`config.mk`:
```
export PLATFORM = sky130hd
export DESIGN_NAME = mem_req_arbiter_flat
export DESIGN_NICKNAME = d
export VERILOG_FILES = /design/src/rtl/mem_req_arbiter_if.sv /design/src/rtl/mem_req_arbiter.sv /design/src/flat_wrapper.sv
export SDC_FILE = /design/constraint.sdc
export NUM_CORES = 1
export LEC_CHECK = 0
export BUFFER_PORTS_ARGS = -buffer_cell sky130_fd_sc_hd__buf_4
export CORE_AREA = 2 2 450 452
export DETAILED_ROUTE_END_ITERATION = 6
export DIE_AREA = 0 0 452 454
export PLACE_DENSITY_LB_ADDON = 0.25
export SYNTH_ARGS = -nofsm -noshare
export SYNTH_HDL_FRONTEND = slang
export SYNTH_SLANG_ARGS = --single-unit
```
`constraint.sdc`:
```
create_clock -name clk -period 1.84 [get_ports clk]
set_clock_uncertainty 0.2 [all_clocks]
set_input_delay 0 -clock clk [delete_from_list [all_inputs] [get_ports clk]]
set_output_delay 0 -clock clk [all_outputs]
set_load 0.01 [all_outputs]
```
`src/rtl/mem_req_arbiter_if.sv`:
```
`default_nettype none
// ============================================================================
//  Module      : mem_req_arbiter_if
//  Description : Cache-side and DDR-side handshake bundle for mem_req_arbiter.
//                slave  = arbiter view, master = cache/DDR environment view.
//  Revision    : 1.0 - initial release
// ============================================================================
interface mem_req_arbiter_if;
  // icache fill port
  logic         ic_req;
  logic [26:0]  ic_addr;
  logic         ic_ack;
  logic [255:0] ic_rdata;
  // dcache fill / writeback port
  logic         dc_req;
  logic         dc_we;
  logic [26:0]  dc_addr;
  logic [255:0] dc_wdata;
  logic         dc_ack;
  logic [255:0] dc_rdata;
  // DDR2 command channel
  logic         mem_cmd_valid;
  logic         mem_cmd_ready;
  logic         mem_cmd_rnw;
  logic [30:0]  mem_cmd_addr;
  // DDR2 write-data channel
  logic         mem_wdf_valid;
  logic         mem_wdf_ready;
  logic [127:0] mem_wdf_data;
  logic [15:0]  mem_wdf_mask;
  // DDR2 read-data channel (no backpressure)
  logic         mem_rdf_valid;
  logic [127:0] mem_rdf_data;

  modport slave (
    input  ic_req, ic_addr, dc_req, dc_we, dc_addr, dc_wdata,
           mem_cmd_ready, mem_wdf_ready, mem_rdf_valid, mem_rdf_data,
    output ic_ack, ic_rdata, dc_ack, dc_rdata,
           mem_cmd_valid, mem_cmd_rnw, mem_cmd_addr,
           mem_wdf_valid, mem_wdf_data, mem_wdf_mask
  );

  modport master (
    output ic_req, ic_addr, dc_req, dc_we, dc_addr, dc_wdata,
           mem_cmd_ready, mem_wdf_ready, mem_rdf_valid, mem_rdf_data,
    input  ic_ack, ic_rdata, dc_ack, dc_rdata,
           mem_cmd_valid, mem_cmd_rnw, mem_cmd_addr,
           mem_wdf_valid, mem_wdf_data, mem_wdf_mask
  );
endinterface
`default_nettype wire

```
`src/rtl/mem_req_arbiter.sv`:
```
`default_nettype none
// ============================================================================
//  Module      : mem_req_arbiter
//  Description : Shares the DDR2 request path between icache fills and dcache
//                fills/writebacks. One transaction in flight; round-robin on
//                ties; stall-timeout and stray-beat error flags.
//  Revision    : 1.0 - initial release
// ============================================================================
module mem_req_arbiter #(
  parameter int TIMEOUT_CYCLES = 1024,
  parameter int CNT_W          = 11
) (
  input  wire              clk,
  input  wire              rst_n,
  mem_req_arbiter_if.slave bus,
  output logic             busy,
  output logic             err_timeout,
  output logic             err_stray
);

  typedef enum logic [2:0] {
    ST_IDLE   = 3'd0,
    ST_WR_B0  = 3'd1,
    ST_WR_B1  = 3'd2,
    ST_WR_CMD = 3'd3,
    ST_RD_CMD = 3'd4,
    ST_RD_B0  = 3'd5,
    ST_RD_B1  = 3'd6,
    ST_RESP   = 3'd7
  } state_t;

  localparam logic [CNT_W-1:0] c_STALL_HIT = CNT_W'(TIMEOUT_CYCLES - 1);
  localparam logic [CNT_W-1:0] c_STALL_MAX = '1;

  state_t       r_state;
  logic         r_gnt_dc;      // 1 = current transaction belongs to dcache
  logic         r_last_dc;     // 1 = last completed grant was dcache
  logic         r_rnw;
  logic [26:0]  r_addr;
  logic [127:0] r_wdata_hi;    // second write beat, parked until beat 0 goes
  logic [127:0] r_line_lo;     // first read beat, parked until beat 1 arrives
  logic         r_ic_ack;
  logic         r_dc_ack;
  logic [255:0] r_ic_rdata;
  logic [255:0] r_dc_rdata;
  logic         r_cmd_valid;
  logic         r_wdf_valid;
  logic [127:0] r_wdf_data;
  logic         r_busy;
  logic [CNT_W-1:0] r_stall;
  logic         r_err_timeout;
  logic         r_err_stray;

  logic w_cmd_fire;
  logic w_wdf_fire;
  logic w_in_rd_beat;
  logic w_pick_dc;
  logic w_any_req;
  logic w_advance;

  assign w_cmd_fire   = r_cmd_valid & bus.mem_cmd_ready;
  assign w_wdf_fire   = r_wdf_valid & bus.mem_wdf_ready;
  assign w_in_rd_beat = (r_state == ST_RD_B0) || (r_state == ST_RD_B1);
  assign w_any_req    = bus.ic_req | bus.dc_req;
  // dcache wins when alone, or on a tie when icache had the previous grant
  assign w_pick_dc    = bus.dc_req & (~bus.ic_req | ~r_last_dc);

  // Whether the current non-IDLE state leaves this cycle
  always_comb begin
    w_advance = 1'b0;
    case (r_state)
      ST_WR_B0, ST_WR_B1:   w_advance = w_wdf_fire;
      ST_WR_CMD, ST_RD_CMD: w_advance = w_cmd_fire;
      ST_RD_B0, ST_RD_B1:   w_advance = bus.mem_rdf_valid;
      ST_RESP:              w_advance = 1'b1;
      default:              w_advance = 1'b0;
    endcase
  end

  // Transaction FSM with registered handshake outputs and return data
  always_ff @(posedge clk or negedge rst_n) begin
    if (!rst_n) begin
      r_state     <= ST_IDLE;
      r_gnt_dc    <= 1'b0;
      r_last_dc   <= 1'b0;
      r_rnw       <= 1'b0;
      r_addr      <= '0;
      r_wdata_hi  <= '0;
      r_line_lo   <= '0;
      r_ic_ack    <= 1'b0;
      r_dc_ack    <= 1'b0;
      r_ic_rdata  <= '0;
      r_dc_rdata  <= '0;
      r_cmd_valid <= 1'b0;
      r_wdf_valid <= 1'b0;
      r_wdf_data  <= '0;
      r_busy      <= 1'b0;
    end else begin
      r_ic_ack <= 1'b0;
      r_dc_ack <= 1'b0;
      case (r_state)
        ST_IDLE: begin
          if (w_any_req) begin
            r_gnt_dc <= w_pick_dc;
            r_busy   <= 1'b1;
            if (w_pick_dc) begin
              r_addr     <= bus.dc_addr;
              r_rnw      <= ~bus.dc_we;
              r_wdf_data <= bus.dc_wdata[127:0];
              r_wdata_hi <= bus.dc_wdata[255:128];
            end else begin
              r_addr <= bus.ic_addr;
              r_rnw  <= 1'b1;
            end
            // write beats go first so the command never precedes its data
            if (w_pick_dc && bus.dc_we) begin
              r_wdf_valid <= 1'b1;
              r_state     <= ST_WR_B0;
            end else begin
              r_cmd_valid <= 1'b1;
              r_state     <= ST_RD_CMD;
            end
          end
        end
        ST_WR_B0: begin
          if (w_wdf_fire) begin
            r_wdf_data <= r_wdata_hi;
            r_state    <= ST_WR_B1;
          end
        end
        ST_WR_B1: begin
          if (w_wdf_fire) begin
            r_wdf_valid <= 1'b0;
            r_cmd_valid <= 1'b1;
            r_state     <= ST_WR_CMD;
          end
        end
        ST_WR_CMD: begin
          if (w_cmd_fire) begin
            r_cmd_valid <= 1'b0;
            r_dc_ack    <= r_gnt_dc;
            r_ic_ack    <= ~r_gnt_dc;
            r_state     <= ST_RESP;
          end
        end
        ST_RD_CMD: begin
          if (w_cmd_fire) begin
            r_cmd_valid <= 1'b0;
            r_state     <= ST_RD_B0;
          end
        end
        ST_RD_B0: begin
          if (bus.mem_rdf_valid) begin
            r_line_lo <= bus.mem_rdf_data;
            r_state   <= ST_RD_B1;
          end
        end
        ST_RD_B1: begin
          if (bus.mem_rdf_valid) begin
            if (r_gnt_dc) begin
              r_dc_rdata <= {bus.mem_rdf_data, r_line_lo};
              r_dc_ack   <= 1'b1;
            end else begin
              r_ic_rdata <= {bus.mem_rdf_data, r_line_lo};
              r_ic_ack   <= 1'b1;
            end
            r_state <= ST_RESP;
          end
        end
        ST_RESP: begin
          r_last_dc <= r_gnt_dc;
          r_busy    <= 1'b0;
          r_state   <= ST_IDLE;
        end
        default: begin
          r_cmd_valid <= 1'b0;
          r_wdf_valid <= 1'b0;
          r_busy      <= 1'b0;
          r_state     <= ST_IDLE;
        end
      endcase
    end
  end

  // Stall counter: counts cycles spent waiting in one state; sticky timeout
  always_ff @(posedge clk or negedge rst_n) begin
    if (!rst_n) begin
      r_stall       <= '0;
      r_err_timeout <= 1'b0;
    end else if ((r_state == ST_IDLE) || w_advance) begin
      r_stall <= '0;
    end else begin
      if (r_stall != c_STALL_MAX) begin
        r_stall <= r_stall + CNT_W'(1);
      end
      if (r_stall == c_STALL_HIT) begin
        r_err_timeout <= 1'b1;
      end
    end
  end

  // Sticky flag for read beats that arrive when no read beat is expected
  always_ff @(posedge clk or negedge rst_n) begin
    if (!rst_n) begin
      r_err_stray <= 1'b0;
    end else if (bus.mem_rdf_valid && !w_in_rd_beat) begin
      r_err_stray <= 1'b1;
    end
  end

  assign bus.ic_ack        = r_ic_ack;
  assign bus.ic_rdata      = r_ic_rdata;
  assign bus.dc_ack        = r_dc_ack;
  assign bus.dc_rdata      = r_dc_rdata;
  assign bus.mem_cmd_valid = r_cmd_valid;
  assign bus.mem_cmd_rnw   = r_rnw;
  assign bus.mem_cmd_addr  = {2'b00, r_addr, 2'b00};
  assign bus.mem_wdf_valid = r_wdf_valid;
  assign bus.mem_wdf_data  = r_wdf_data;
  assign bus.mem_wdf_mask  = 16'h0000;
  assign busy              = r_busy;
  assign err_timeout       = r_err_timeout;
  assign err_stray         = r_err_stray;

endmodule
`default_nettype wire
```
`src/flat_wrapper.sv`:
```
// flat-port wrapper written by rule: the top's interface ports become plain ports
module mem_req_arbiter_flat 
#(
  parameter int TIMEOUT_CYCLES = 1024,
  parameter int CNT_W          = 11
)
  (clk, rst_n, busy, err_timeout, err_stray, bus_ic_req, bus_ic_addr, bus_dc_req, bus_dc_we, bus_dc_addr, bus_dc_wdata, bus_mem_cmd_ready, bus_mem_wdf_ready, bus_mem_rdf_valid, bus_mem_rdf_data, bus_ic_ack, bus_ic_rdata, bus_dc_ack, bus_dc_rdata, bus_mem_cmd_valid, bus_mem_cmd_rnw, bus_mem_cmd_addr, bus_mem_wdf_valid, bus_mem_wdf_data, bus_mem_wdf_mask);
  mem_req_arbiter_if bus_i ();
  input  wire clk;
  input  wire rst_n;
  output logic busy;
  output logic err_timeout;
  output logic err_stray;
  input wire logic [$bits(bus_i.ic_req)-1:0] bus_ic_req;
  input wire logic [$bits(bus_i.ic_addr)-1:0] bus_ic_addr;
  input wire logic [$bits(bus_i.dc_req)-1:0] bus_dc_req;
  input wire logic [$bits(bus_i.dc_we)-1:0] bus_dc_we;
  input wire logic [$bits(bus_i.dc_addr)-1:0] bus_dc_addr;
  input wire logic [$bits(bus_i.dc_wdata)-1:0] bus_dc_wdata;
  input wire logic [$bits(bus_i.mem_cmd_ready)-1:0] bus_mem_cmd_ready;
  input wire logic [$bits(bus_i.mem_wdf_ready)-1:0] bus_mem_wdf_ready;
  input wire logic [$bits(bus_i.mem_rdf_valid)-1:0] bus_mem_rdf_valid;
  input wire logic [$bits(bus_i.mem_rdf_data)-1:0] bus_mem_rdf_data;
  output wire logic [$bits(bus_i.ic_ack)-1:0] bus_ic_ack;
  output wire logic [$bits(bus_i.ic_rdata)-1:0] bus_ic_rdata;
  output wire logic [$bits(bus_i.dc_ack)-1:0] bus_dc_ack;
  output wire logic [$bits(bus_i.dc_rdata)-1:0] bus_dc_rdata;
  output wire logic [$bits(bus_i.mem_cmd_valid)-1:0] bus_mem_cmd_valid;
  output wire logic [$bits(bus_i.mem_cmd_rnw)-1:0] bus_mem_cmd_rnw;
  output wire logic [$bits(bus_i.mem_cmd_addr)-1:0] bus_mem_cmd_addr;
  output wire logic [$bits(bus_i.mem_wdf_valid)-1:0] bus_mem_wdf_valid;
  output wire logic [$bits(bus_i.mem_wdf_data)-1:0] bus_mem_wdf_data;
  output wire logic [$bits(bus_i.mem_wdf_mask)-1:0] bus_mem_wdf_mask;
  assign bus_i.ic_req = bus_ic_req;
  assign bus_i.ic_addr = bus_ic_addr;
  assign bus_i.dc_req = bus_dc_req;
  assign bus_i.dc_we = bus_dc_we;
  assign bus_i.dc_addr = bus_dc_addr;
  assign bus_i.dc_wdata = bus_dc_wdata;
  assign bus_i.mem_cmd_ready = bus_mem_cmd_ready;
  assign bus_i.mem_wdf_ready = bus_mem_wdf_ready;
  assign bus_i.mem_rdf_valid = bus_mem_rdf_valid;
  assign bus_i.mem_rdf_data = bus_mem_rdf_data;
  assign bus_ic_ack = bus_i.ic_ack;
  assign bus_ic_rdata = bus_i.ic_rdata;
  assign bus_dc_ack = bus_i.dc_ack;
  assign bus_dc_rdata = bus_i.dc_rdata;
  assign bus_mem_cmd_valid = bus_i.mem_cmd_valid;
  assign bus_mem_cmd_rnw = bus_i.mem_cmd_rnw;
  assign bus_mem_cmd_addr = bus_i.mem_cmd_addr;
  assign bus_mem_wdf_valid = bus_i.mem_wdf_valid;
  assign bus_mem_wdf_data = bus_i.mem_wdf_data;
  assign bus_mem_wdf_mask = bus_i.mem_wdf_mask;
  mem_req_arbiter #(.TIMEOUT_CYCLES(TIMEOUT_CYCLES), .CNT_W(CNT_W)) u_core (.clk(clk), .rst_n(rst_n), .bus(bus_i), .busy(busy), .err_timeout(err_timeout), .err_stray(err_stray));
endmodule
```
==> metrics.csv, run 1 <==
metric;value;unit
die-width;452;microns
drv_slew;0;
slowest_delay;0.40;ns
synth.area.top_cells;dfrtp_1 64%, mux2_2 19%, nand2_1 5.3%;
instances_no_fill;7824;
port_buffers;1120;
firstDrtPassIters;5;
core-area;0.201;sq mm
final_cell_mix;1253 x buf_4, 946 x dfrtp_1, 878 x dlygate4sd3_1, 487 x mux2_2, 455 x nand2_1;
clock_path_buffers;3;
m1WireLength;76200;microns
h-tree-depth;3;
grt_max_degree;62;
holdCritPathClass;input pin to flop;
critPathKind;flop to flop;
grt_pass1_wl;243000;microns
yosysTopAreaCell;dfrtp_1;
ys_ff_latch;947;
worst_pin_slew;0.779;ns
ant_nets;0;
hold_ws;-0.000592;ns
post-dp-hpwl;128000;microns
crit_fanout;8;
p_leak;0.0312;uW
vias_per_cell;4.04;
cpLargestDelayFamily;buffers and inverters;
finish.utilization;33.4;%
die-area;0.205;sq mm
violations;negative hold slack, negative setup slack;
drtIter0Drc;1618;
wl_met2;84700;microns
powerDensity;1570;mW/mm^2
cap_violations;0;
synth.distinct_cells;45;
ys_warn_count;0;
reg2reg_to;u_core.bus.mem_wdf_data[90]$_DFFE_PN0P_;
grtUsageTotal;16.4;%
postLayoutSetupSlackWorst;-0.344;ns
start_util;18.4;%
root_buffer;clkbuf_16;
totalWireLength;182000;microns
r2r_start;u_core.r_state[1]$_DFFE_PN0P_;
hold_depth;3;
cts_tree;done;
relSlewSlack;47.9;%
cp-start-kind;flop;
holdPathEnd;u_core.r_line_lo[26]$_DFFE_PN0P_;
worst-path-buf-inv;5;
drc;0;
synth_ff_type;dfrtp_1;
wire_per_inst;23.2;microns
reg2regPathDepth;8;
std_cell_rows;165;
worstSetupEndpointType;flop;
setup-violations-final;930;
rsz0062_at_grt;yes;
vias;31572;
synth_area;0.0371;sq mm
clk_pin_slew;0.06;ns
top_layer;met5;
hold_violations;1;
die_y;454;microns
placed_cells;6592;
synth_edf_count;0;
worstPathCellList;buf_6 > nor3b_4 > buf_4 > clkbuf_16 > clkbuf_16 > mux2i_2 > buf_4 > o21ai_1;
dpl-instance-area;0.0504;sq mm
vdd_ir_drop_max;920;uV
cp_slowest_cell;dfrtp_1;
antenna_found_initial;60;
nFillCells;19943;
cts_sinks;947;
postLayoutCellArea;0.0671;sq mm
synth_top_area_share;64.0;%
gp_congestion;0.854;
syn_inst;2736;
syn-mean-instance-area;13.5;sq um
fin_nets;5476;
r2r_slack;-0.34;ns
clock.fmax;458;MHz
period_share;119;%
min_from;bus_mem_rdf_data[26];
drive_above_1_share;47.9;%
wl_met3;13100;microns
grt_overflow_total;0;
synth-async-reset-ratio;100;%
worstPathArrival;2.62;ns
numCtsBuffers;113;
grt_pass1_vias;32706;
status;finished with violations;
syn_to_final_growth;81.0;%
final_common_cell;buf_4;
post-route-min-period;2.18;ns
insertion_delay;0.77;ns
cp.required;2.27;ns
ioPinCount;1141;
seq_area_frac_synth;64.0;%
## routing by layer
metal | vias up | global-route usage (%)
met2 | 1032 | 26.3
met3 | 340 | 4.84
met4 | 20 | 7.00
met1 | 16168 | 20.5
met5 | - | 0
li1 | 14012 | -
## final cells by class
class	instances	area, sq um	area share (%)
sequential	947	23700	35.3
timing repair buffer	2336	22300	33.2
multi-input combinational	1626	13900	20.7
tap	2672	3340	4.98
clock buffer	175	3320	4.95
clock inverter	31	430	0.642
antenna	32	80.1	0.119
inverter	5	18.8	0.0280
## metrics by stage
stage / total power [uW] / setup TNS (ns) / setup WS [ns]
after floorplan: 52600 / -8.54 / -0.0278
after global placement: 74900 / -191.91 / -0.434
after detailed placement: 75400 / -213.27 / -0.441
after CTS: 102000 / -158.54 / -0.282
after global routing: 111000 / -234.32 / -0.372
final: 105000 / -173.52 / -0.344
## synth_stat cells (2+ instances only)
cell type / n
a211oi_1: 2
a21oi_1: 38
and3_1: 3
buf_2: 77
buf_4: 39
buf_6: 26
clkbuf_1: 35
dfrtp_1: 947
inv_1: 5
mux2_2: 640
mux2i_1: 156
nand2_1: 525
nand2b_1: 3
nand3_1: 6
nand4_1: 5
nor2_1: 47
nor2b_1: 4
nor3_1: 9
nor3b_1: 2
o21a_1: 2
o21ai_0: 100
o21ai_1: 40
o31ai_1: 2
xnor2_1: 2
## where the power goes
group	internal, uW	switching (uW)	leakage (uW)	total [uW]
clock network	13300	9750	0.00182	23000
registers	30800	7580	0.0116	38300
logic	24100	19600	0.0177	43700
total	68200	36900	0.0312	105000
## kinds of logic (layout without fill, tap and decap cells)
kind of cell | Yosys count | count (layout) | synth area share [%]
flops | 947 | 947 | 64.0
mux | 796 | 796 | 23.7
simple gates | 611 | 611 | 6.45
compound gates | 195 | 195 | 2.79
buf+inv | 182 | 2547 | 3.03
xor+xnor | 3 | 3 | 0.0709
fa+ha+maj | 1 | 1 | 0.0338
other cells | 1 | 52 | 0.0101
## registers in the layout (all words and copies together) (netlist names), 3 cells and up
register,count
u_core.bus.ic_rdata,256
u_core.r_stall,11
u_core.r_addr,27
u_core.r_state,3
u_core.bus.dc_rdata,256
u_core.bus.mem_wdf_data,128
u_core.r_wdata_hi,128
u_core.r_line_lo,128
## worst max path at each step
stage | start | slack (ns) | endpoint | cells after the start
final | u_core.r_state[1]$_DFFE_PN0P_ | -0.34 | u_core.bus.mem_wdf_data[90]$_DFFE_PN0P_ | 8
after detailed placement | u_core.r_state[2]$_DFFE_PN0P_ | -0.44 | u_core.bus.mem_wdf_data[76]$_DFFE_PN0P_ | 7
after global placement | u_core.r_state[2]$_DFFE_PN0P_ | -0.43 | u_core.bus.mem_wdf_data[76]$_DFFE_PN0P_ | 7
after CTS | u_core.r_state[2]$_DFFE_PN0P_ | -0.28 | u_core.bus.mem_wdf_data[10]$_DFFE_PN0P_ | 7
after floorplan | u_core.r_state[1]$_DFFE_PN0P_ | -0.03 | u_core.bus.dc_rdata[145]$_DFFE_PN0P_ | 7
after global routing | u_core.r_state[1]$_DFFE_PN0P_ | -0.37 | u_core.bus.mem_wdf_data[90]$_DFFE_PN0P_ | 8
## tightest hold or removal path, delay by kind of cell
family | cells | cell delay [ns]
buffers and inverters | 2 | 0.80
multiplexers | 1 | 0.13
## timing repair
item                       in CTS  in global routing
resized for setup             129                437
pin swaps                       2                 52
hold endpoints to repair     1644                  4
setup buffers                  28                 36
hold buffers                  876                  4
setup endpoints to repair     912                940
cloned                         20                 39
No activity file was read; power rests on OpenSTA's default activity.
==> run 2, diff against run 1 <==
==> constraint.sdc (replaced) <==
create_clock -name clk -period 1.84 [get_ports clk]
set_clock_uncertainty 0.2 [all_clocks]
set_input_delay 0.46 -clock clk [delete_from_list [all_inputs] [get_ports clk]]
set_output_delay 0.46 -clock clk [all_outputs]
set_load 0.01 [all_outputs]
==> run 2 against run 1 <==
  * The flow finishes with violations (negative setup slack)
  * Non-clock buffer count decreased by 461
  * Cell area decreased by 7.4%
  * Flip-flop and latch count unchanged
  * Die area unchanged
  * Maximum frequency increased by 0.41%
  * Highest routed layer unchanged
==> metrics.csv, run 2 (synthesized netlist as in run 1, its figures left out) <==
metric;value;unit;change
vdd_ir_drop_max;948;uV;+3.1%
vias_per_cell;3.99;;-1.1%
post-route-min-period;2.18;ns;-0.00884 ns
final_cell_mix;1250 x buf_4, 938 x dfrtp_1, 490 x nand2_1, 463 x mux2_2, 443 x dlygate4sd3_1;;
pwr-share-seq;36.3;%;-0.2 points
die-width;452;microns;unchanged
p_switching;36800;uW;-0.21%
grt_overflow_total;0;;unchanged
cts_tree;done;;
port_buffers;1120;;unchanged
firstDrtPassIters;5;;unchanged
core-area;0.201;sq mm;unchanged
period_share;118;%;-0.48 points
totalWireLength;181000;microns;-0.70%
grt_pass1_vias;30427;;-7.0%
final_common_cell;buf_4;;
wire_per_inst;24.6;microns;+5.6%
clock.fmax;460;MHz;+0.41%
p_leak;0.0291;uW;-6.6%
worstSetupEndpointType;flop;;
hold_ws;0.125;ns;+0.125 ns
clock_path_buffers;3;;unchanged
nFillCells;20322;;+1.9%
die_y;454;microns;unchanged
p_int;67500;uW;-1.0%
power.total;104000;uW;-0.72%
vias;29343;;-7.1%
syn_to_final_growth;67.5;%;
slowest_delay;0.41;ns;about the same
cp_slowest_cell;dfrtp_1;;
start_util;18.4;%;unchanged
insertion_delay;0.77;ns;about the same
die-area;0.205;sq mm;unchanged
pwr-share-comb;41.3;%;-0.3 points
ant_nets;0;;unchanged
numCtsBuffers;112;;-0.88%
crit_fanout;17;;+9
setup-violations-final;1595;;+72%
dpl-instance-area;0.0505;sq mm;+0.15%
postLayoutCellArea;0.0621;sq mm;-7.4%
cp-start-kind;flop;;
post-dp-hpwl;133000;microns;+3.5%
cp.required;2.28;ns;about the same
hold_violations;0;;-1
grt_max_degree;79;;+27%
drc;0;;unchanged
holdCritPathClass;input pin to flop;;
switching_share;35.3;%;+0.18 points
critPathKind;flop to flop;;
status;finished with violations;;
gp_congestion;0.875;;+2.4%
postLayoutSetupSlackWorst;-0.335;ns;+0.00884 ns
root_buffer;clkbuf_16;;
ioPinCount;1141;;unchanged
std_cell_rows;165;;unchanged
worstPathCellList;buf_6 > inv_4 > nor4_4 > clkbuf_16 > buf_12 > buf_16 > mux2_2;;
rsz0062_at_grt;yes;;
violations;negative setup slack;;
worst-path-buf-inv;5;;unchanged
worstPathArrival;2.62;ns;about the same
grtUsageTotal;16.3;%;-0.12 points
fin_nets;5015;;-8.4%
clkPwrFrac;22.3;%;+0.4 points
cap_violations;0;;unchanged
h-tree-depth;3;;unchanged
drtIter0Drc;1837;;+14%
cts_sinks;947;;unchanged
grt_pass1_wl;240000;microns;-1.5%
drive_above_1_share;50.7;%;+2.8 points
clk_pin_slew;0.06;ns;about the same
dpl_worst_slack;-0.563;ns;-0.122 ns
antenna_found_initial;37;;-38%
setup_tns;-270.49;ns;-96.97 ns
drv_slew;0;;unchanged
cpLargestDelayFamily;buffers and inverters;;
powerDensity;1680;mW/mm^2;+7.3%
## run 2: cell count changes in the layout (fill, tap and decap cells not counted), moves of 20 or more
cell,before,now
nand2_1,455,490
nand2_2,45,25
dlygate4sd3_1,878,443
mux2_4,153,177
mux2i_1,113,137
mux2_2,487,463
## run 2: cell type report
class                           instances  area, sq um  area share [%]
Inverter                                5         21.3          0.0343
Clock buffer                          164         3280            5.28
Tap cell                             2672         3340            5.39
Multi-Input combinational cell       1627        13500            21.8
Clock inverter                         43          569           0.917
Antenna cell                           22         55.1          0.0887
Sequential cell                       947        23700            38.2
Timing Repair Buffer                 1875        17600            28.3
## run 2: repair_timing
action,in CTS,in global routing
buffers inserted,31,21
resized for setup,116,286
endpoints found under the setup margin,1519,1615
pin swaps,6,26
gates cloned,16,49
hold endpoints to repair,1622,0
hold buffers,443,0
## run 2: stage by stage
stage,cells,utilization [%]
2_1_floorplan,2755,-
3_5_place_dp,6575,25.1
3_3_place_gp,6575,25.1
6_report,7355,30.9
4_1_cts,7271,29.8
5_1_grt,7344,30.9
## run 2: worst reg2reg max path, stage by stage (launching register included)
cell and delay (ns):
dfrtp_1 0.41, buf_6 0.13, inv_4 0.04, nor4_4 0.31, clkbuf_16 0.24, buf_12 0.18
buf_16 0.19, mux2_2 0.36
## run 2: power by group through the flow
| stage | Sequential [uW] | Clock (uW) | Combinational (uW) |
|---|---|---|---|
| floorplan | 38900 | 0 | 13900 |
| global placement | 37700 | 0 | 37900 |
| detailed placement | 37800 | 0 | 38300 |
| CTS | 37700 | 24000 | 40900 |
| global route | 39100 | 24800 | 45800 |
| finish | 37900 | 23300 | 43100 |
## run 2: worst paths after layout
path | from | slack [ns] | cells past startpoint | endpoint
worst max-delay path | u_core.r_state[1]$_DFFE_PN0P_ | -0.34 | 7 | u_core.bus.ic_rdata[79]$_DFFE_PN0P_
worst min-delay path | bus_mem_rdf_valid | 0.12 | 6 | u_core.bus.dc_ack$_DFF_PN0_
worst max register to register | u_core.r_state[1]$_DFFE_PN0P_ | -0.34 | 7 | u_core.bus.ic_rdata[79]$_DFFE_PN0P_
worst min register to register | u_core.r_wdata_hi[70]$_DFFE_PN0P_ | 0.27 | 2 | u_core.r_wdata_hi[70]$_DFFE_PN0P_
max in group asynchronous | rst_n | 0.59 | 5 | u_core.bus.ic_rdata[5]$_DFFE_PN0P_
min in group asynchronous | rst_n | 0.28 | 4 | u_core.bus.dc_rdata[79]$_DFFE_PN0P_
## run 2: routing by layer
metal	share of wire [%]	global-route usage, %	wire length, microns	vias up
met5	0.069	0.210	125	-
met4	3.0	5.46	5380	20
met3	6.1	4.48	11000	253
met2	48	26.3	85900	827
met1	43	20.9	78200	15174
li1	-	-	-	13069
